**src/rtl/timer_pkg.sv**
```systemverilog
// timer_pkg: state encodings, BCD limits and preset validation for the countdown timer
package timer_pkg;
  typedef enum logic [1:0] {
    ST_IDLE  = 2'd0,
    ST_RUN   = 2'd1,
    ST_PAUSE = 2'd2,
    ST_DONE  = 2'd3
  } state_e;

  localparam logic [3:0] BCD_NINE = 4'd9;
  localparam logic [3:0] BCD_FIVE = 4'd5;

  function automatic logic preset_ok(input logic [3:0] mt, input logic [3:0] mo,
                                     input logic [3:0] st, input logic [3:0] so);
    return (mt <= BCD_NINE) && (mo <= BCD_NINE) && (st <= BCD_FIVE) && (so <= BCD_NINE);
  endfunction
endpackage

```
**src/rtl/bcd_down_digit.sv**
```systemverilog
// bcd_down_digit: one BCD down-counting digit that wraps 0 -> MAX and signals borrow
module bcd_down_digit
  import timer_pkg::*;
#(
  parameter logic [3:0] MAX = BCD_NINE
) (
  input  logic       clk,
  input  logic       rst_n,
  input  logic       load,
  input  logic [3:0] ld_val,
  input  logic       dec_en,
  output logic [3:0] q,
  output logic       borrow_out
);
  logic [3:0] q_q, q_d;

  assign q_d        = load ? ld_val : dec_en ? ((q_q == 4'd0) ? MAX : q_q - 4'd1) : q_q;
  assign borrow_out = dec_en & (q_q == 4'd0);
  assign q          = q_q;

  always_ff @(posedge clk or negedge rst_n)
    if (!rst_n) q_q <= 4'd0;
    else        q_q <= q_d;
endmodule

```
**src/rtl/timer_countdown_bcd.sv**
```systemverilog
// timer_countdown_bcd: MM:SS BCD countdown with 1 Hz prescaler and load/start/pause/clear FSM
module timer_countdown_bcd
  import timer_pkg::*;
#(
  parameter int TICK_DIV = 50_000_000,
  parameter int CNT_W    = 26
) (
  input  logic       clk,
  input  logic       rst_n,
  input  logic       clear,
  input  logic       load,
  input  logic       start,
  input  logic       pause,
  input  logic [3:0] ld_min_tens,
  input  logic [3:0] ld_min_ones,
  input  logic [3:0] ld_sec_tens,
  input  logic [3:0] ld_sec_ones,
  output logic [3:0] min_tens,
  output logic [3:0] min_ones,
  output logic [3:0] sec_tens,
  output logic [3:0] sec_ones,
  output logic [1:0] state,
  output logic       running,
  output logic       done,
  output logic       done_pulse,
  output logic       load_err
);
  state_e           state_q, state_d;
  logic [CNT_W-1:0] pre_q, pre_d;
  logic             done_pulse_q, load_err_q;
  logic             tick, zero, last, ld_valid, ld_cmd, ld_ok, ld_bad, clr_dig, dig_ld;
  logic [3:0]       b;

  assign tick     = (state_q == ST_RUN) && (pre_q == CNT_W'(TICK_DIV - 1));
  assign zero     = {min_tens, min_ones, sec_tens, sec_ones} == 16'h0000;
  assign last     = tick && ({min_tens, min_ones, sec_tens, sec_ones} == 16'h0001);
  assign ld_valid = preset_ok(ld_min_tens, ld_min_ones, ld_sec_tens, ld_sec_ones);
  assign ld_cmd   = load && (state_q != ST_RUN);
  assign ld_ok    = ld_cmd && ld_valid;
  assign ld_bad   = ld_cmd && !ld_valid;
  // a borrow out of the top digit would mean wrapping below 00:00, so force zero instead
  assign clr_dig  = clear | b[3];
  assign dig_ld   = clr_dig | ld_ok;

  bcd_down_digit #(.MAX(BCD_NINE)) u_sec_ones (
    .clk(clk), .rst_n(rst_n), .load(dig_ld), .ld_val(clr_dig ? 4'd0 : ld_sec_ones),
    .dec_en(tick), .q(sec_ones), .borrow_out(b[0])
  );
  bcd_down_digit #(.MAX(BCD_FIVE)) u_sec_tens (
    .clk(clk), .rst_n(rst_n), .load(dig_ld), .ld_val(clr_dig ? 4'd0 : ld_sec_tens),
    .dec_en(b[0]), .q(sec_tens), .borrow_out(b[1])
  );
  bcd_down_digit #(.MAX(BCD_NINE)) u_min_ones (
    .clk(clk), .rst_n(rst_n), .load(dig_ld), .ld_val(clr_dig ? 4'd0 : ld_min_ones),
    .dec_en(b[1]), .q(min_ones), .borrow_out(b[2])
  );
  bcd_down_digit #(.MAX(BCD_NINE)) u_min_tens (
    .clk(clk), .rst_n(rst_n), .load(dig_ld), .ld_val(clr_dig ? 4'd0 : ld_min_tens),
    .dec_en(b[2]), .q(min_tens), .borrow_out(b[3])
  );

  always_ff @(posedge clk or negedge rst_n)
    if (!rst_n) begin
      state_q      <= ST_IDLE;
      pre_q        <= '0;
      done_pulse_q <= 1'b0;
      load_err_q   <= 1'b0;
    end else begin
      state_q      <= state_d;
      pre_q        <= pre_d;
      done_pulse_q <= (state_d == ST_DONE) && (state_q != ST_DONE);
      load_err_q   <= ld_bad && !clear;
    end

  always_comb begin
    state_d = state_q;
    if (clear)                                               state_d = ST_IDLE;
    else if (ld_cmd)                                         state_d = ld_ok ? ST_IDLE : state_q;
    else if (state_q == ST_RUN)                              state_d = last ? ST_DONE : pause ? ST_PAUSE : ST_RUN;
    else if (start && (state_q != ST_DONE) && !zero)         state_d = ST_RUN;
  end

  // IDLE pins the prescaler at 0 so every fresh run starts a full period; PAUSE holds it
  assign pre_d = (clear || ld_ok || state_q == ST_IDLE) ? '0 :
                 (state_q == ST_RUN) ? (tick ? '0 : pre_q + CNT_W'(1)) : pre_q;

  always_comb begin
    state      = state_q;
    running    = state_q == ST_RUN;
    done       = state_q == ST_DONE;
    done_pulse = done_pulse_q;
    load_err   = load_err_q;
  end
endmodule

```
**config.mk**
```make
export PLATFORM = sky130hd
export DESIGN_NAME = timer_countdown_bcd
export DESIGN_NICKNAME = d
export VERILOG_FILES = /design/src/rtl/timer_pkg.sv /design/src/rtl/bcd_down_digit.sv /design/src/rtl/timer_countdown_bcd.sv
export SDC_FILE = /design/constraint.sdc
export NUM_CORES = 1
export LEC_CHECK = 0
export ABC_AREA = 1
export BUFFER_PORTS_ARGS = -buffer_cell sky130_fd_sc_hd__buf_2
export CAP_MARGIN = 20
export CORE_UTILIZATION = 43
export DETAILED_ROUTE_END_ITERATION = 8
export MAX_ROUTING_LAYER = met4
export PLACE_DENSITY = 0.69
export SYNTH_ARGS = -nofsm -noshare
export SYNTH_HDL_FRONTEND = slang
export SYNTH_SLANG_ARGS = --single-unit
```
**constraint.sdc**
```tcl
create_clock -name clk -period 4 [get_ports clk]
set_input_delay 0.8 -clock clk [delete_from_list [all_inputs] [get_ports clk]]
set_output_delay 0.8 -clock clk [all_outputs]
set_load 0.01 [all_outputs]
```
==> reports/results.tsv, run 1 <==
metric	value	unit
status	completed	
clock buffer depth	2	
CP max FO	35	
Synth area leaders	dfrtp_1 34%, nand2_1 20%, nor2_1 8.7%	
Worst Slack Setup Final	1.64	ns
Distinct cells, synth	34	
period utilisation layout	0.591	
diode count	0	
pin count of the biggest net entering global routing	47	
Met2 Wirelength	4.03	mm
DR pass1 iterations	4	
die height	90.5	µm
DRT Wirelength	8.86	mm
dpl ws	1.39	ns
Starting Density	0.455	
share of the synthesized area in the top cell type	0.341	
maximum clock frequency	423	MHz
maximum vdd drop	0.000151	V
Crit path depth	10	
total gr overflow	0	
IO Port Bufs	43	
Worst-Skew Late Latency	0.31	ns
met3 WL	424	µm
Cell Pwr Density	285	mW/mm²
crit path capture type	flop	
CTS tree	yes	
GPL Wtd Cong	0.909	
post-DP HPWL	6.46	mm
Die Area	0.00820	mm²
highest metal used	met4	
setup violators final	0	
Top delay family on crit path	simple AND/OR/NAND/NOR gates	
htree depth	2	
global-route usage over all layers	0.236	
Slew @ Worst Pin	0.678	ns
Mean Syn Cell Area	6.42	µm²
Power Total	1060	µW
Setup Buffers After CTS	0	
share of layout cells above drive strength 1	0.142	
WP data required	4.19	ns
TNS Setup	0	ns
Clock Skews	0.00727	ns
prevailing post-synth register cell	dfrtp_1	
via/cell ratio	5.21	
Max Cap Viol	0	
Critical Path Max Stage Delay	0.53	ns
cts hold-fix bufs	0	
routed len/inst	13.3	µm
RSZ-0062 raised after global routing	false	
clk sink count	46	
antenna violations before repair	0	
vias in the first global route	3244	
post-layout minimum cycle time	2.36	ns
FF+latch count, synth	46	
Final Cell Area	0.00374	mm²
WP data arrival	2.56	ns
Layout area overhead	10.8	%
first-pass GRT wire length	15.1	mm
most frequent cells after synthesis	182 x nand2_1, 78 x nor2_1, 51 x nand3_1, 49 x inv_1, 46 x dfrtp_1	
count leader, synth	nand2_1	
number of synthesized flops with an enable pin	0	
Leakage	0.00192	µW
Site Rows	31	
R2R cell count	10	
Finished Core Util	0.504	
slowest stage cell, crit path	nand3_2	
Slew headroom	0.548	
initial drt markers	265	
vias	3460	
total CTS buffers	5	
Net Count, Synth	548	
Nets	587	
final hold viol count	0	
Cells after Synth	525	
M1 WL	4.27	mm
WP buf/inv	3	
core area	0.00741	mm²
critical-path cell list	inv_2 -> nand2_4 -> inv_4 -> nor2_4 -> nand3_2 -> nand3_2 -> inv_2 -> o21bai_1 -> nand2_1 -> nor2_1	
I/O pin count	44	
Slew Limit Fails	0	
warning count from the yosys run	0	
sequential area share after synthesis	0.341	
post-route ant nets	0	
Critical Path Start Type	flop	
Worst Hold Class	in2async	
cell area after placement	0.00363	mm²
Residual DRC	0	
Die X	90.5	µm
Synth async-reset ratio	1.00	
clock-pin slew on the worst setup and hold paths	0.10	ns
crit path kind	reg2reg	
post-synthesis cell area	0.00337	mm²
CTS resizes	0	
Fillers	769	
Synth area leader	dfrtp_1	
Root Driver	clkbuf_8	
==> area by class of cell <==
class	count	area [µm²]	area share
clock inverters	3	21.3	0.00569
flip-flops and latches	46	1150	0.308
repair buffers	44	235	0.0630
multi-input cells	411	1920	0.515
well taps	99	124	0.0332
inverters	56	213	0.0569
clock buffers	5	68.8	0.0184
==> path summary, 6_finish.rpt <==
check / slack, ns / startpoint / endpoint
max in group asynchronous: 3.12 / rst_n / u_min_tens.q[2]
min in group clk: 0.55 / pre_q[25] / pre_q[25]
setup / recovery: 1.64 / state[1] / pre_q[22]
hold / removal: 0.38 / rst_n / pre_q[20]
setup reg to reg: 1.64 / state[1] / pre_q[22]
hold reg to reg: 0.55 / pre_q[25] / pre_q[25]
==> flip-flops by register name, summed over array words and instances (netlist names) <==
| name | flops |
|---|---|
| u_sec_ones.q | 4 |
| done_pulse | 1 |
| load_err | 1 |
| u_sec_tens.q | 4 |
| u_min_ones.q | 4 |
| state | 2 |
| u_min_tens.q | 4 |
| pre_q | 26 |
==> power breakdown <==
part	internal (µW)	switching [µW]
sequential	491	37.0
combinational	84.5	151
clock	123	178
total	699	366
==> per-stage QoR <==
| step | hold WS, ns | instances |
|---|---|---|
| final | 0.377 | 664 |
| after CTS | 0.553 | 663 |
| after global routing | 0.397 | 664 |
| after global placement | 0.526 | 655 |
| after detailed placement | 0.532 | 655 |
| after floorplan | 0.493 | 525 |
==> metal layers <==
metal / vias to the layer above / global-route usage
li1: 1748 / -
met1: 1590 / 0.304
met2: 110 / 0.377
met3: 12 / 0.0438
met4: 0 / 0.0659
met5: - / -
==> layout by cell type (no fill, tap or decap), drive strengths merged <==
cell type | netlist | routed
a21oi | 10 | 10
inv | 56 | 56
nand2 | 189 | 189
and2 | 1 | 1
nor2 | 84 | 84
and3 | 1 | 1
nor3 | 13 | 13
ha | 1 | 1
clkinvlp | 0 | 1
clkbuf | 0 | 5
nand3 | 54 | 54
dfrtp | 46 | 46
clkinv | 0 | 2
o21ai | 15 | 15
a21o | 2 | 2
nor3b | 1 | 1
a211oi | 1 | 1
nand3b | 9 | 9
xor2 | 9 | 9
o21a | 1 | 1
buf | 12 | 44
o21bai | 1 | 1
nand4 | 19 | 19
==> kinds of logic after synthesis <==
family	share of synthesized area
flops	0.341
compound gates	0.0527
buf+inv	0.0880
fa+ha+maj	0.00371
simple gates	0.491
xor+xnor	0.0234
Note: power is estimated with default switching activity, not from simulation.
==> run 2, diff against run 1 <==
clock period = 2.3 ns   (was 4 ns; I/O delays follow)
==> reports/results.tsv, run 2 (same netlist as run 1, synthesis figures left out) <==
metric	value	unit	change
vias	3464		+0.12%
post-DP HPWL	6.75	mm	+4.5%
htree depth	2		unchanged
Layout area overhead	11.3	%	
maximum vdd drop	0.000284	V	+88%
die height	90.5	µm	unchanged
antenna violations before repair	0		unchanged
Worst Hold Class	in2async		
core area	0.00741	mm²	unchanged
CTS resizes	0		unchanged
total gr overflow	0		unchanged
CTS tree	yes		
Max Cap Viol	0		unchanged
share of layout cells above drive strength 1	0.143		+0.00152
DR pass1 iterations	5		+1
first-pass GRT wire length	15.0	mm	-0.50%
WP data arrival	2.23	ns	-0.33 ns
Multi-input gate area	0.00192	mm²	unchanged
most frequent cells in the layout	182 x nand2_1, 78 x nor2_1, 51 x nand3_1		
diode count	0		unchanged
pin count of the biggest net entering global routing	25		-47%
Nets	590		+0.51%
RSZ-0062 raised after global routing	false		
max FFs per register	26		unchanged
Power Total	1840	µW	+73%
final hold viol count	0		unchanged
vias in the first global route	3217		-0.83%
via/cell ratio	5.21		about the same
DRT Wirelength	8.78	mm	-0.96%
post-layout minimum cycle time	1.99	ns	-0.375 ns
Finished Core Util	0.506		+0.00203
most common cell after layout, fill and taps aside	nand2_1		
CP max FO	16		-54%
Slew headroom	0.604		+0.0563
Die Area	0.00820	mm²	unchanged
IO Port Bufs	43		unchanged
Slew Limit Fails	0		unchanged
Critical Path Start Type	flop		
post-route ant nets	0		unchanged
total CTS buffers	5		unchanged
I/O pin count	44		unchanged
Fillers	746		-3.0%
Seq. cell area	0.00115	mm²	unchanged
global-route usage over all layers	0.235		-0.000783
Residual DRC	0		unchanged
initial drt markers	229		-14%
Reg with most FFs	pre_q		
setup violators final	0		unchanged
clock buffer depth	2		unchanged
period utilisation layout	0.865		+0.274
Die X	90.5	µm	unchanged
crit path kind	reg2reg		
WP data required	2.54	ns	-1.65 ns
clock-pin slew on the worst setup and hold paths	0.09	ns	about the same
Starting Density	0.455		unchanged
Site Rows	31		unchanged
status	completed		
Root Driver	clkbuf_8		
GPL Wtd Cong	0.907		-0.26%
clk sink count	46		unchanged
TNS Setup	0	ns	unchanged
Clock Skews	0.00763	ns	+0.000356 ns
routed len/inst	13.2	µm	-1.1%
cts hold-fix bufs	0		unchanged
crit path capture type	flop		
Leakage	0.00193	µW	+0.67%
Cell Pwr Density	490	mW/mm²	+72%
maximum clock frequency	503	MHz	+19%
Worst-Skew Late Latency	0.30	ns	about the same
Slew @ Worst Pin	0.594	ns	-0.0836 ns
Setup Buffers After CTS	0		unchanged
run 2: layout make-up:
cell class | count | area share
clock buffers | 6 | 0.0220
well taps | 99 | 0.0330
inverters | 56 | 0.0567
flip-flops and latches | 46 | 0.307
repair buffers | 47 | 0.0687
multi-input cells | 411 | 0.513
run 2: metrics by stage:
stage	hold WS [ns]	std cells	setup slack [ns]	area, µm²
floorplan	0.164	525	0.673	3370
global placement	0.491	659	0.398	3670
detailed placement	0.500	659	0.347	3670
CTS	0.172	665	0.328	3750
global route	0.181	665	0.0914	3750
finish	0.154	665	0.310	3750
run 2: where the power goes:
group	switching (µW)	internal, µW
clock	279	233
sequential	66.5	854
combinational	257	148
total	603	1240
run 2: layer usage:
metal / share of wire / track usage / routed length, µm
met1: 0.46 / 0.300 / 4060
met2: 0.46 / 0.371 / 4030
met3: 0.055 / 0.0446 / 482
met4: 0.024 / 0.0833 / 211
met5: 0 / - / 0
run 2: worst max-delay path: stages, from the launching register on:
cell and delay, ns:
dfrtp_1 0.42, ha_1 0.25, nand2_1 0.09, nor2_1 0.11
nand2_1 0.07, nor2_2 0.21, nand4_4 0.30, nand2_2 0.19
inv_2 0.09, nand2_2 0.10, nand2_1 0.06, nand2_1 0.05
run 2: final timing paths:
| kind | startpoint | to | slack (ns) | depth (start not counted) |
|---|---|---|---|---|
| hold reg to reg | pre_q[1] | pre_q[1] | 0.55 | 2 |
| hold / removal | rst_n | pre_q[18] | 0.15 | 1 |
| min in group clk | clear | load_err | 0.33 | 2 |
| setup reg to reg | pre_q[0] | u_sec_tens.q[3] | 0.31 | 11 |
| max in group asynchronous | rst_n | u_min_tens.q[3] | 1.61 | 2 |
| setup / recovery | pre_q[0] | u_sec_tens.q[3] | 0.31 | 11 |
